## src/rtl/seq_mem_pkg.sv

```systemverilog
// Shared types and limits for the sequential memory block.
// Write-collision policy enum and maximum read latency.
package seq_mem_pkg;

  typedef enum logic {
    SEQ_MEM_READ_FIRST,
    SEQ_MEM_WRITE_FIRST
  } seq_mem_wmode_e;

  localparam int SEQ_MEM_MAX_READ_LATENCY = 4;

endpackage

```

## src/rtl/seq_mem_rd_pipe.sv

```systemverilog
// Read-data delay line: DEPTH stages of valid/data.
// Valid bits clear asynchronously; data is never reset.
module seq_mem_rd_pipe #(
  parameter int WIDTH = 32,
  parameter int DEPTH = 0
) (
  input  logic             clk,
  input  logic             reset,
  input  logic             in_valid,
  input  logic [WIDTH-1:0] in_data,
  output logic             out_valid,
  output logic [WIDTH-1:0] out_data
);

  if (DEPTH == 0) begin : g_thru
    logic unused_clk_rst;
    assign unused_clk_rst = &{1'b0, clk, reset};
    assign out_valid = in_valid;
    assign out_data  = in_data;
  end else begin : g_dly
    logic [DEPTH-1:0] vld;
    logic [WIDTH-1:0] dat [DEPTH];

    always_ff @(posedge clk or posedge reset) begin
      if (reset) begin
        vld <= '0;
      end else begin
        vld[0] <= in_valid;
        for (int i = 1; i < DEPTH; i++) begin
          vld[i] <= vld[i-1];
        end
      end
    end

    always_ff @(posedge clk) begin
      dat[0] <= in_data;
      for (int i = 1; i < DEPTH; i++) begin
        dat[i] <= dat[i-1];
      end
    end

    assign out_valid = vld[DEPTH-1];
    assign out_data  = dat[DEPTH-1];
  end

endmodule

```

## src/rtl/seq_mem_d1_pipe.sv

```systemverilog
// Byte-masked synchronous memory with a pipelined read port,
// selectable collision policy and a sticky out-of-bounds flag.
module seq_mem_d1_pipe
  import seq_mem_pkg::*;
#(
  parameter int             WIDTH        = 32,
  parameter int             SIZE         = 16,
  parameter int             IDX_SIZE     = 4,
  parameter int             READ_LATENCY = 1,
  parameter seq_mem_wmode_e WRITE_MODE   = SEQ_MEM_READ_FIRST
) (
  input  logic                  clk,
  input  logic                  reset,
  input  logic [IDX_SIZE-1:0]   read_addr0,
  input  logic                  read_en,
  output logic [WIDTH-1:0]      out,
  output logic                  read_done,
  input  logic [IDX_SIZE-1:0]   write_addr0,
  input  logic [WIDTH-1:0]      in,
  input  logic [WIDTH/8-1:0]    write_mask,
  input  logic                  write_en,
  output logic                  write_done,
  output logic                  oob_error
);

  if (WIDTH < 8 || WIDTH % 8 != 0) begin : g_bad_width
    $error("seq_mem_d1_pipe: WIDTH must be a positive multiple of 8");
  end
  if (READ_LATENCY < 1 ||
      READ_LATENCY > SEQ_MEM_MAX_READ_LATENCY) begin : g_bad_lat
    $error("seq_mem_d1_pipe: READ_LATENCY out of range");
  end
  if (SIZE < 1 || IDX_SIZE < 1 ||
      (2 ** IDX_SIZE) < SIZE) begin : g_bad_idx
    $error("seq_mem_d1_pipe: IDX_SIZE too small for SIZE");
  end

  localparam int NB = WIDTH / 8;
  localparam int AW = (SIZE > 1) ? $clog2(SIZE) : 1;
  localparam logic [IDX_SIZE:0] SIZE_L = (IDX_SIZE + 1)'(SIZE);

  logic [WIDTH-1:0] mem [SIZE];

  logic             wr_ok, rd_ok;
  logic             wr_go, rd_go, hit;
  logic [AW-1:0]    wr_idx, rd_idx;
  logic [WIDTH-1:0] wr_old, wr_word, rd_word;
  logic             p_valid;
  logic [WIDTH-1:0] p_data;

  assign wr_ok  = {1'b0, write_addr0} < SIZE_L;
  assign rd_ok  = {1'b0, read_addr0} < SIZE_L;
  assign wr_go  = write_en & ~reset;
  assign rd_go  = read_en & ~reset;
  assign wr_idx = write_addr0[AW-1:0];
  assign rd_idx = read_addr0[AW-1:0];
  assign hit    = wr_go & wr_ok & rd_ok &
                  (write_addr0 == read_addr0);

  // Masked merge is built once and shared by the array
  // write and the write-first bypass.
  always_comb begin
    wr_old  = mem[wr_idx];
    wr_word = wr_old;
    for (int b = 0; b < NB; b++) begin
      if (write_mask[b]) wr_word[8*b +: 8] = in[8*b +: 8];
    end
    rd_word = rd_ok ? mem[rd_idx] : '0;
    if (WRITE_MODE == SEQ_MEM_WRITE_FIRST && hit) begin
      rd_word = wr_word;
    end
  end

  always_ff @(posedge clk) begin
    if (wr_go && wr_ok) mem[wr_idx] <= wr_word;
  end

  seq_mem_rd_pipe #(
    .WIDTH (WIDTH),
    .DEPTH (READ_LATENCY - 1)
  ) u_rd_pipe (
    .clk       (clk),
    .reset     (reset),
    .in_valid  (rd_go),
    .in_data   (rd_word),
    .out_valid (p_valid),
    .out_data  (p_data)
  );

  always_ff @(posedge clk or posedge reset) begin
    if (reset) begin
      out        <= '0;
      read_done  <= 1'b0;
      write_done <= 1'b0;
      oob_error  <= 1'b0;
    end else begin
      read_done  <= p_valid;
      write_done <= write_en;
      if (p_valid) out <= p_data;
      if ((read_en && !rd_ok) || (write_en && !wr_ok)) begin
        oob_error <= 1'b1;
      end
    end
  end

endmodule

```

## config.mk

```make
export PLATFORM = sky130hd
export DESIGN_NAME = seq_mem_d1_pipe
export DESIGN_NICKNAME = d
export VERILOG_FILES = /design/src/rtl/seq_mem_pkg.sv /design/src/rtl/seq_mem_rd_pipe.sv /design/src/rtl/seq_mem_d1_pipe.sv
export SDC_FILE = /design/constraint.sdc
export NUM_CORES = 1
export LEC_CHECK = 0
export ABC_AREA = 0
export CORE_MARGIN = 5
export CORE_UTILIZATION = 40
export DETAILED_ROUTE_END_ITERATION = 10
export PLACE_DENSITY_LB_ADDON = 0.3
export SYNTH_ARGS = -nofsm -noshare
export SYNTH_HDL_FRONTEND = slang
export SYNTH_SLANG_ARGS = --single-unit
```

## constraint.sdc

```tcl
create_clock -name clk -period 2.96 [get_ports clk]
set_clock_uncertainty 0.2 [all_clocks]
set_input_delay 0.296 -clock clk [delete_from_list [all_inputs] [get_ports clk]]
set_output_delay 0.296 -clock clk [all_outputs]
set_load 0.03 [all_outputs]
```

==> flow_summary.ini <==
[sta]
rsz0062_at_grt = false
hold_violations = 0
relSlewSlack_pct = 49.52
min_period_ps = 2186
setup_slack_ps = 773.9
max_slew.worst_pin.slew_ps = 754.9
finalCritPeriodShare_pct = 73.86
final_max_slew_viol_count = 0
setup_viol = 0
tns_ps = 0
timing.fmax_mhz = 457.4

[global_routing]
grt_max_degree = 65
grt_pass1_wl_mm = 74.41
grt_pass1_vias = 11570
grt_util_all_layers_pct = 17.29
overflow = 0
antenna_found_initial = 1

[place]
gp_congestion = 0.7575
port_buffers = 81
dp_hpwl_mm = 30.36
dp_slack_ps = 404.9

[critical_path]
critical_path_arrival_ps = 1690
cp_cell_sequence = clkdlybuf4s50_1
crit_required_ps = 2460
crit_fanout = 2
crit_type = reg -> out
worst_path_largest_cell_delay_ps = 700
critPathBufInv = 1
critPathSlowestCell = clkdlybuf4s50_1
critPathTopFamily = buffers and inverters
end_kind = output pin
cp-start-kind = flop

[clocking]
post-cts-setup-buffers = 0
cts_root_buf = clkbuf_16
cts_buffer_depth = 3
clk_latency_ps = 590
cts_hold_buf = 0
cts.htree.levels = 2
cts_resized = 0
cts_sinks = 546
cts_tree = done
cts_buffers = 55
path_clk_slew_ps = 60

[synth]
ys_seq_area_share_pct = 76.13
synth_edf_count = 512
synth_cell_types = 25
ys_top_cells_by_count = edfxtp_1, mux2i_1, nand2_1, a22oi_1, nand3_1
synth.area.top_cells = edfxtp_1, mux2i_1, dfrtp_1
synthFlopType = edfxtp_1
ys_async_sr_fraction_pct = 6.227
syn_area_per_cell_um2 = 16.89
ys_warn_count = 0
syn_area_um2 = 21310
yosysMostFrequentCell = edfxtp_1
synth_top_area_share_pct = 72.14
synthCells = 1262
synth_area_leader_cell = edfxtp_1
syn_nets = 1310
synth_seq_cells = 546

[pwr]
power_density_nw_per_um2 = 654.3
vdd_drop_max_uv = 386.2
power_w = 0.01635
p_leak_nw = 8.819

[die]
row_count = 84
dieArea_um2 = 57990
die_y_um = 240.8
start_util_pct = 40.47
core_area_um2 = 52660
die_x_um = 240.8
pin_count = 83

[cells_and_area]
drive_above_1_share_pct = 11.45
syn2layout_area_growth_pct = 17.28
fillCellCount = 4416
diodes = 0
seq_area_um2 = 16230
nets = 1461
multi_input_area_um2 = 4612

[drt]
wl_mm = 50.43
via_per_inst = 5.337
drt_first_iter_violations = 965
detail_route.first_pass.iterations = 5
via_count = 11450
final_antenna_net_count = 0
drc = 0
wl_per_cell_um = 23.50

[run]
cap_violations = 0

[outcome]
status = finished clean

[worst_hold_path]
hold_class = in -> async
==> report_power, final <==
| group | leakage [nW] | internal [W] | switching (W) |
|---|---|---|---|
| sequential | 5.02 | 0.00857 | 0.0000608 |
| combinational | 2.95 | 0.000409 | 0.000719 |
| clock | 0.850 | 0.00383 | 0.00277 |
| total | 8.82 | 0.0128 | 0.00355 |
==> per-stage QoR <==
stage               utilization, %  std cells  hold slack (ps)  area (µm²)
floorplan                        -       1262            127.4       21310
detailed placement           44.19       2044            269.3       23270
global route                 47.47       2146            47.77       24990
finish                       47.47       2146            24.72       24990
global placement             44.19       2044            263.8       23270
CTS                          47.47       2146            31.01       24990
==> sequential cells by signal, summed over array words and instances (netlist names) <==
register and cells:
out 32, write_done 1, read_done 1, mem 512
==> worst register-to-register path: cells and delay by family, from the launching register on <==
family	cells	cell delay, ps
flip-flops	1	360
AND/OR/NAND/NOR	2	250
multiplexers	1	240
AO/OA/AOI/OAI	1	160
==> cell type report <==
type	count	share of cell area, %
inverter	2	0.03004
sequential	546	64.92
tap	688	3.444
multi-input combinational	644	18.45
timing repair buffer	164	6.258
clock buffer	76	6.232
clock inverter	26	0.6658
==> routing by layer <==
metal | vias up | global-route usage [%] | routed length (µm)
li1 | 5209 | - | -
met5 | - | 0 | 0
met2 | 362 | 28.26 | 24280
met1 | 5804 | 23.78 | 21660
met3 | 79 | 3.782 | 3300
met4 | 0 | 4.616 | 1191
==> path summary, 6_finish.rpt <==
check                      startpoint         end  slack (ps)  cells past startpoint
max in group asynchronous       reset     out[11]        1960                      3
hold / removal                  reset      out[2]          20                      2
setup / recovery              out[27]     out[27]         770                      1
setup reg to reg           mem[7][22]     out[22]        1640                      4
hold reg to reg               out[19]     out[19]         280                      2
min in group clk             write_en  write_done         150                      1
==> placed cells by master (no fill, tap or decap) <==
cell / instances
and2_1: 1
nand3_1: 80
dfrtp_1: 34
edfxtp_1: 512
clkbuf_8: 6
bufinv_16: 2
buf_12: 10
a22oi_1: 96
a21oi_1: 10
and2_2: 1
nor2_1: 66
buf_8: 1
nand2b_2: 1
nand4_1: 23
clkdlybuf4s50_1: 80
nand2_1: 99
nand3b_1: 1
inv_2: 2
mux2i_1: 256
conb_1: 1
nor2b_4: 2
buf_4: 73
clkbuf_1: 13
clkinv_2: 9
clkbuf_16: 57
nor2b_1: 5
nor2_4: 2
clkinv_1: 14
clkinv_4: 1
==> kinds of logic after synthesis <==
family / after synthesis / synth area share (%)
flip-flops: 546 / 76.13
AO/OA/AOI/OAI: 106 / 3.617
buffers and inverters: 72 / 2.372
multiplexers: 256 / 12.02
AND/OR/NAND/NOR: 281 / 5.836
other: 1 / 0.01760
(Power assumes the default switching activity.)
